**src/rtl/jtdsp16_pkg.sv**
```systemverilog
// Shared DSP16 constants: post-modify codes, register select codes and the
// Y-space AAU sequencing states.
package jtdsp16_pkg;

    localparam logic [2:0] PM_NONE = 3'd0;
    localparam logic [2:0] PM_INC  = 3'd1;
    localparam logic [2:0] PM_DEC  = 3'd2;
    localparam logic [2:0] PM_J    = 3'd3;
    localparam logic [2:0] PM_K    = 3'd4;

    localparam logic [2:0] SEL_R0  = 3'd0;
    localparam logic [2:0] SEL_R1  = 3'd1;
    localparam logic [2:0] SEL_R2  = 3'd2;
    localparam logic [2:0] SEL_R3  = 3'd3;
    localparam logic [2:0] SEL_RB  = 3'd4;
    localparam logic [2:0] SEL_RE  = 3'd5;
    localparam logic [2:0] SEL_J   = 3'd6;
    localparam logic [2:0] SEL_K   = 3'd7;

    typedef enum logic {
        ST_IDLE,
        ST_CMPD_WR
    } yaau_state_t;

endpackage

```
**src/rtl/jtdsp16_yaau_mod.sv**
```systemverilog
// Combinational next-pointer calculator with rb/re circular wrap on +1.
// Shared by the Y-space and X-space address units.
module jtdsp16_yaau_mod
    import jtdsp16_pkg::*;
#(
    parameter int AW = 11
) (
    input  logic [AW-1:0] r,
    input  logic [2:0]    post_mod,
    input  logic [AW-1:0] j,
    input  logic [AW-1:0] k,
    input  logic [AW-1:0] rb,
    input  logic [AW-1:0] re,
    output logic [AW-1:0] nxt_r
);

    localparam logic [AW-1:0] ONE = AW'(1);

    // NOTE: nxt_r gets a default before the case so no latch is inferred.
    always_comb begin
        nxt_r = r;
        case (post_mod)
            // Only +1 honours the circular buffer; re == 0 disables it.
            PM_INC:  nxt_r = (re != '0 && r == re) ? rb : r + ONE;
            PM_DEC:  nxt_r = r - ONE;
            PM_J:    nxt_r = r + j;
            PM_K:    nxt_r = r + k;
            default: nxt_r = r;
        endcase
    end

endmodule

```
**src/rtl/jtdsp16_yaau.sv**
```systemverilog
// DSP16 Y-space address arithmetic unit: pointer file, post-modification
// and the two-cycle compound read-then-write sequencer.
module jtdsp16_yaau
    import jtdsp16_pkg::*;
#(
    parameter int AW = 11
) (
    input  logic          rst,
    input  logic          clk,
    input  logic          cen,
    input  logic          acc_en,
    input  logic          acc_wr,
    input  logic          cmpd,
    input  logic [1:0]    ptr_sel,
    input  logic [2:0]    post_mod,
    input  logic [15:0]   wr_data,
    input  logic          ld_en,
    input  logic [2:0]    ld_sel,
    input  logic [15:0]   ld_data,
    input  logic [2:0]    rd_sel,
    output logic [15:0]   rd_data,
    output logic [AW-1:0] ram_addr,
    output logic          ram_cs,
    output logic          ram_we,
    output logic [15:0]   ram_din,
    output logic          busy
);

    logic [AW-1:0] r [4];
    logic [AW-1:0] rb, re;
    logic [15:0]   j, k;

    yaau_state_t   st;
    logic [AW-1:0] lat_addr;
    logic [15:0]   lat_data;
    logic [1:0]    lat_ptr;
    logic [2:0]    lat_pm;

    logic          in_wr, accept, mod_en;
    logic [1:0]    mod_ptr;
    logic [AW-1:0] mod_r, nxt_r;
    logic [2:0]    mod_pm;

    assign in_wr   = (st == ST_CMPD_WR);
    assign accept  = (st == ST_IDLE) && acc_en;
    // A compound access post-modifies only in its write phase.
    assign mod_en  = (accept && !cmpd) || in_wr;
    assign mod_ptr = in_wr ? lat_ptr  : ptr_sel;
    assign mod_r   = in_wr ? lat_addr : r[ptr_sel];
    assign mod_pm  = in_wr ? lat_pm   : post_mod;

    jtdsp16_yaau_mod #(.AW(AW)) u_mod (
        .r        (mod_r),
        .post_mod (mod_pm),
        .j        (j[AW-1:0]),
        .k        (k[AW-1:0]),
        .rb       (rb),
        .re       (re),
        .nxt_r    (nxt_r)
    );

    // NOTE: all sequential state uses non-blocking assignments so every
    // register samples pre-edge values regardless of statement order.
    always_ff @(posedge clk or posedge rst) begin
        if (rst) begin
            st       <= ST_IDLE;
            ram_addr <= '0;
            ram_cs   <= 1'b0;
            ram_we   <= 1'b0;
            ram_din  <= '0;
            busy     <= 1'b0;
            lat_addr <= '0;
            lat_data <= '0;
            lat_ptr  <= '0;
            lat_pm   <= PM_NONE;
        end else if (cen) begin
            ram_cs <= 1'b0;
            ram_we <= 1'b0;
            case (st)
                ST_IDLE: begin
                    if (acc_en) begin
                        ram_addr <= r[ptr_sel];
                        ram_cs   <= 1'b1;
                        if (cmpd) begin
                            lat_addr <= r[ptr_sel];
                            lat_data <= wr_data;
                            lat_ptr  <= ptr_sel;
                            lat_pm   <= post_mod;
                            busy     <= 1'b1;
                            st       <= ST_CMPD_WR;
                        end else begin
                            ram_we  <= acc_wr;
                            ram_din <= wr_data;
                        end
                    end
                end
                ST_CMPD_WR: begin
                    ram_addr <= lat_addr;
                    ram_cs   <= 1'b1;
                    ram_we   <= 1'b1;
                    ram_din  <= lat_data;
                    busy     <= 1'b0;
                    st       <= ST_IDLE;
                end
                default: st <= ST_IDLE;
            endcase
        end
    end

    // NOTE: the small pointer file is flop-based, so it takes the async
    // reset like any other register.
    always_ff @(posedge clk or posedge rst) begin
        if (rst) begin
            for (int i = 0; i < 4; i++) r[i] <= '0;
            rb <= '0;
            re <= '0;
            j  <= '0;
            k  <= '0;
        end else if (cen) begin
            for (int i = 0; i < 4; i++) begin
                // An explicit load beats the post-modify of the same pointer.
                if (ld_en && !ld_sel[2] && ld_sel[1:0] == 2'(i))
                    r[i] <= ld_data[AW-1:0];
                else if (mod_en && mod_ptr == 2'(i))
                    r[i] <= nxt_r;
            end
            if (ld_en) begin
                case (ld_sel)
                    SEL_RB:  rb <= ld_data[AW-1:0];
                    SEL_RE:  re <= ld_data[AW-1:0];
                    SEL_J:   j  <= ld_data;
                    SEL_K:   k  <= ld_data;
                    default: ;
                endcase
            end
        end
    end

    always_comb begin
        rd_data = '0;
        case (rd_sel)
            SEL_R0:  rd_data = 16'(r[0]);
            SEL_R1:  rd_data = 16'(r[1]);
            SEL_R2:  rd_data = 16'(r[2]);
            SEL_R3:  rd_data = 16'(r[3]);
            SEL_RB:  rd_data = 16'(rb);
            SEL_RE:  rd_data = 16'(re);
            SEL_J:   rd_data = j;
            SEL_K:   rd_data = k;
            default: rd_data = '0;
        endcase
    end

endmodule

```
**config.mk**
```make
export PLATFORM = sky130hd
export DESIGN_NAME = jtdsp16_yaau
export DESIGN_NICKNAME = d
export VERILOG_FILES = /design/src/rtl/jtdsp16_pkg.sv /design/src/rtl/jtdsp16_yaau_mod.sv /design/src/rtl/jtdsp16_yaau.sv
export SDC_FILE = /design/constraint.sdc
export NUM_CORES = 1
export LEC_CHECK = 0
export ABC_CLOCK_PERIOD_IN_PS = 5920
export CORE_ASPECT_RATIO = 0.8
export CORE_MARGIN = 1.5
export CORE_UTILIZATION = 45
export CTS_CLUSTER_SIZE = 8
export DETAILED_ROUTE_END_ITERATION = 10
export GPL_ROUTABILITY_DRIVEN = 0
export PLACE_DENSITY = 0.62
export SKIP_CTS_REPAIR_TIMING = 1
export SLEW_MARGIN = 5
export SYNTH_ARGS = -nofsm -noshare
export SYNTH_HDL_FRONTEND = slang
export SYNTH_SLANG_ARGS = --single-unit
```
**constraint.sdc**
```tcl
create_clock -name clk -period 5.92 [get_ports clk]
set_input_delay 1.184 -clock clk [delete_from_list [all_inputs] [get_ports clk]]
set_output_delay 1.184 -clock clk [all_outputs]
set_load 0.03 [all_outputs]
```
# Word-level counts from Yosys, hierarchy flattened
# Cells that the tools add are included.
[totals]
latch_bits = 0
ff_bits = 161
mem_bits_ro = 0
in_bits = 50
memories = 0
out_inout_bits = 46
ram_bits = 0
[classes]
bitwise = 2
n_eq_ne = 25
add_sub_neg = 4
magnitude_cmp = 1
muxes = 33
n_reduce_logical = 35
multipliers = 0
div_mod_pow = 0
shifts = 0
[ops]
columns = ["cell", "n"]
rows = [
  ["$mux W11", 13],
  ["$pmux W16 S8", 1],
  ["$pmux W11 S4", 1],
  ["$mux W16", 2],
  ["$pmux W16 S2", 1],
  ["$eq A3 B3 Y1 const B", 9],
  ["$add A11 B11 Y11", 2],
  ["$bmux W11 S2", 1],
  ["$pmux W11 S2", 1],
  ["$reduce_and A3 Y1", 6],
  ["$eq A3 B2 Y1 const B", 4],
  ["$logic_and A1 B1 Y1", 12],
  ["$add A11 B1 Y11 const B", 1],
  ["$eq A11 B11 Y1", 1],
  ["$reduce_bool A11 Y1", 1],
  ["$sub A11 B1 Y11 const B", 1],
  ["$reduce_and A2 Y1", 5],
  ["$eq A2 B2 Y1 const B", 4],
  ["$pmux W1 S2", 4],
  ["$reduce_bool A2 Y1", 4],
  ["$mux W1", 7],
  ["$eq A3 B1 Y1 const B", 2],
  ["$ne A2 B2 Y1 const B", 3],
  ["$eq A2 B1 Y1 const B", 2],
  ["10 further kinds", 12],
]

# Longest topological paths before layout
[logic_depth]
ltp_word = 11
mapped_depth = 17
ltp_nobuf = 15

# Modules after synthesis
# From an unflattened synthesis, not the netlist that was laid out.
[unflattened]
cells_unflattened = 803
area_unflattened_um2 = 9283.9
[modules_own_cells]
columns = ["mod", "area_per_inst_um2", "instances", "seq_area_each_um2", "cells_per_inst"]
rows = [
  ["jtdsp16_yaau", 8095.3, 1, 4028.9, 641],
  ["jtdsp16_yaau_mod", 1188.6, 1, 0.0, 162],
]

# Worst setup path before layout
# OpenSTA, ideal clock, no wires.
[synth_timing]
kind = "input to output"
from = "input rd_sel[0]"
to = "output rd_data[6]"
path_buffers = 4
arrival_time_ns = 3.207
path_stages = 6
slack_ns = 1.529
path_cell_list = "clkbuf_1 > buf_1 > clkbuf_1 > buf_1 > a221oi_1 > nor2_1"
[synth_via]
elab_chain_len = 2
word_cells_on_any_way = 9
classes_between = "eq/ne: 7; mux: 1; reduce/logical: 1"
[synth_lines]
columns = ["item", "line_no", "rtl"]
rows = [
  ["from (decl)", "jtdsp16_yaau.sv:20", "input logic [2:0] rd_sel,"],
  ["$eq A3 B3 Y1 (tied with other cells)", "jtdsp16_yaau.sv:141", "case (rd_sel)"],
  ["$pmux W16 S8 (*)", "jtdsp16_yaau.sv:141", ""],
  ["to (decl)", "jtdsp16_yaau.sv:21", "output logic [15:0] rd_data,"],
]
# Every way passes the cells marked *; elsewhere a longest branch is shown, timed or not.

# Final worst setup path
[layout_timing]
from = "input post_mod[0]"
to = "register r[19] (netlist bit)"
[layout_via]
elab_chain_len = 5
word_cells_on_any_way = 8
classes_between = "eq/ne: 4; mux: 4"
[layout_lines]
columns = ["item", "line_no", "rtl"]
rows = [
  ["from (decl)", "jtdsp16_yaau.sv:15", "input logic [2:0] post_mod,"],
  ["$mux W3 (*)", "jtdsp16_yaau.sv:50", "assign mod_pm = in_wr ? lat_pm : post_mod;"],
  ["$eq A3 B3 Y1 (tied with other cells)", "jtdsp16_yaau_mod.sv:22", "case (post_mod)"],
  ["$pmux W11 S4 (*)", "jtdsp16_yaau_mod.sv:22", ""],
  ["$mux W11 (*)", "jtdsp16_yaau.sv:124", "else if (mod_en && mod_ptr == 2'(i))"],
  ["$mux W11 (*)", "jtdsp16_yaau.sv:122", "if (ld_en && !ld_sel[2] && ld_sel[1:0] == 2'(i))"],
  ["to (signal, indexed assignment)", "jtdsp16_yaau.sv:123", "r[i] <= ld_data[AW-1:0];"],
  ["to (signal, indexed assignment)", "jtdsp16_yaau.sv:125", "r[i] <= nxt_r;"],
  ["to (decl)", "jtdsp16_yaau.sv:29", "logic [AW-1:0] r [4];"],
]
# Every way passes the cells marked *; elsewhere a longest branch is shown, timed or not. The select of a mux whose other input is x is not followed.
# A chain may end at the register's enable or synchronous reset.

==> impl_metrics.py <==
metrics = {
    "final_layout": {
        "area_delta_synth_final_pct": 20.7,
        "final_cell_mix": "dfrtp_1, clkdlybuf4s50_1, mux2_2, nand2_1, o21ai_0",
        "drive_gt1_share_pct": 18.4,
        "multi_input_area_mm2": 0.00497,
        "n_antenna_cell": 0,
        "fin_nets": 1052,
        "final_common_cell": "dfrtp_1",
        "final_util_pct": 56.0,
        "fill_cells": 1734,
        "seq_area_mm2": 0.00403,
    },
    "cts": {
        "cts_tree": "built",
        "cts_buffers": 17,
        "clock_sinks": 161,
        "cts_buffer_depth": 2,
        "cts-root-buf": "clkbuf_16",
        "clock_latency_ns": 0.44,
        "clk_pin_slew_ns": 0.07,
        "h-tree-depth": 4,
    },
    "timing": {
        "rsz0062_at_grt": "false",
        "slew_headroom_pct": 25.0,
        "setup_viol": 0,
        "slew_violations": 0,
        "skew_ns": 0.0101,
        "finalHoldViolCount": 0,
        "clock.fmax_mhz": 196,
        "tns_ns": 0,
        "worstMarginPinSlew_ns": 1.12,
        "post-route-period-util_pct": 86.4,
        "fin_crit_ns": 5.12,
    },
    "power": {
        "power_density_mw_per_mm2": 464,
        "p_leak_nw": 4.83,
        "ir_drop_v": 0.000204,
    },
    "yosys": {
        "synth.distinct_cells": 63,
        "synth_largest_area_cell": "dfrtp_1",
        "ys_dominant_reg_cell": "dfrtp_1",
        "synth_warnings": 0,
        "async_flop_share_pct": 100,
        "yosysSeqAreaShare_pct": 43.2,
        "netlist.area_leader.share_pct": 43.2,
        "synth_area_leaders": "dfrtp_1, mux2_2, mux2i_1, o21ai_0, nand2_1",
        "synth_edf_count": 0,
        "synth_fp_nets": 964,
        "synth_seq_cells": 161,
        "syn_avg_cell_area_um2": 10.3,
        "synthCells": 902,
        "netlist_area_mm2": 0.00932,
    },
    "drt": {
        "drt_pre_antenna_iters": 8,
        "drt_iter0_drc": 985,
        "drc": 0,
        "num_vias": 7708,
        "wirelength_um": 28600,
        "vias_per_cell": 6.08,
        "drt-wirelength-per-cell_um": 22.6,
        "ant_nets": 0,
    },
    "grt": {
        "grt_max_degree": 103,
        "grt.total_usage_pct": 27.3,
        "grt_first_pass_wirelength_um": 44300,
        "antenna_found_initial": 0,
        "grt_remaining_overflow": 0,
        "grt_pass1_vias": 7352,
    },
    "setup_path": {
        "crit_fanout": 11,
        "cp-start-kind": "input pin",
        "r2r_cells": 17,
        "path_class": "input pin to flop",
        "cp_slowest_cell": "o41ai_1",
        "cp.arrival_ns": 5.42,
        "cpPeakStageDelay_ns": 0.65,
        "cp_cell_sequence": "clkdlybuf4s50_1 > or3b_2 > o22ai_1 > or2_2 > nand2_1 > ha_1 > inv_1 > fa_1 > nor2b_1 > o21ai_0 > a21oi_1 > o41ai_1 > xor2_1 > o22ai_1 > a311oi_1 > buf_4 > o21ai_0",
        "worstSetupEndpointType": "flop",
        "worst_ep_required_time_ns": 6.22,
    },
    "worst_hold_path": {
        "hp-class": "flop to flop",
        "hold-path-cell-count": 2,
    },
    "die": {
        "core_mm2": 0.0201,
        "start_util_pct": 46.4,
        "fp.dieArea_mm2": 0.0216,
        "io_pins": 96,
        "fp.dieW_um": 164,
        "std_cell_rows": 46,
        "die_h_um": 132,
    },
    "place": {
        "dp_hpwl_um": 20400,
        "portBuffers": 95,
    },
    "job": {
        "cap_viol_max_count": 0,
    },
    "outcome": {
        "status": "completed",
    },
}
[through the flow]
stage               hold slack, ns  std cells  power, mW  area [um2]  setup WS, ns
detailed placement           0.469       1235       3.94       10600         0.599
floorplan                    0.449        902       3.17        9320         0.388
global placement             0.462       1235       3.92       10600         0.587
CTS                          0.484       1267       5.18       11200         0.900
global route                 0.508       1267       5.50       11200         0.611
finish                       0.479       1267       5.22       11200         0.805
[layout make-up]
class                   instances  share of cell area (%)
clock buffers                  18                    3.90
clock inverters                14                    1.78
inverters                      28                   0.979
multi-input cells             657                    44.2
flip-flops and latches        161                    35.8
well taps                     264                    2.94
repair buffers                125                    10.4
[synth_stat cells (all sizes together), types with 13 or more instances]
library cell	number
a21oi	26
a22oi	16
a31oi	19
and3	15
buf	17
clkbuf	39
dfrtp	161
inv	28
mux2	91
mux2i	62
mux4	17
nand2	85
nor2	52
nor2b	18
nor4	13
o21ai	84
xnor2	24
[registers in the layout (all words and copies together), names as in the netlist]
| register | cells |
|---|---|
| r | 44 |
| j | 16 |
| k | 16 |
| lat_data | 16 |
| ram_din | 16 |
| lat_addr | 11 |
| ram_addr | 11 |
| rb | 11 |
| re | 11 |
| lat_pm | 3 |
| lat_ptr | 2 |
| busy | 1 |
| in_wr | 1 |
| ram_cs | 1 |
| ram_we | 1 |
[worst paths after layout]
check                       startpoint  slack, ns         end
setup / recovery           post_mod[0]       0.80       r[19]
hold / removal              ram_din[3]       0.48  ram_din[3]
setup reg to reg                 in_wr       1.34       r[19]
hold reg to reg             ram_din[3]       0.48  ram_din[3]
max in group asynchronous          rst       3.61      re[10]
min in group asynchronous          rst       1.32       k[11]
[critical path, delay by kind of cell]
kind,cells,cell delay [ns]
adder cells (fa/ha/maj),2,0.42
AND/OR/NAND/NOR,4,0.99
buffers and inverters,3,0.80
AO/OA/AOI/OAI,7,1.82
XOR/XNOR,1,0.19
[kinds of logic (layout without fill, tap and decap cells)]
kind of cell             Yosys count  in the layout  share of synthesized area, %
adder cells (fa/ha/maj)           12             12                          1.69
XOR/XNOR                          28             28                          2.63
AO/OA/AOI/OAI                    212            212                          14.4
multiplexers                     170            170                          22.3
AND/OR/NAND/NOR                  235            235                          12.0
buffers and inverters             84            185                          3.72
flip-flops                       161            161                          43.2
[layer usage]
metal	GRT usage (%)	up-vias	part of all wire, %
met2	35.7	395	39
li1	-	3498	-
met1	43.1	3772	48
met3	7.39	43	11
met5	0	-	0
met4	8.23	0	2.2
[where the power goes]
part           total [mW]  switching, mW  internal [mW]
sequential           1.78          0.326           1.46
combinational        2.21           1.22          0.992
clock                1.23          0.501          0.725
(Power assumes the default switching activity.)
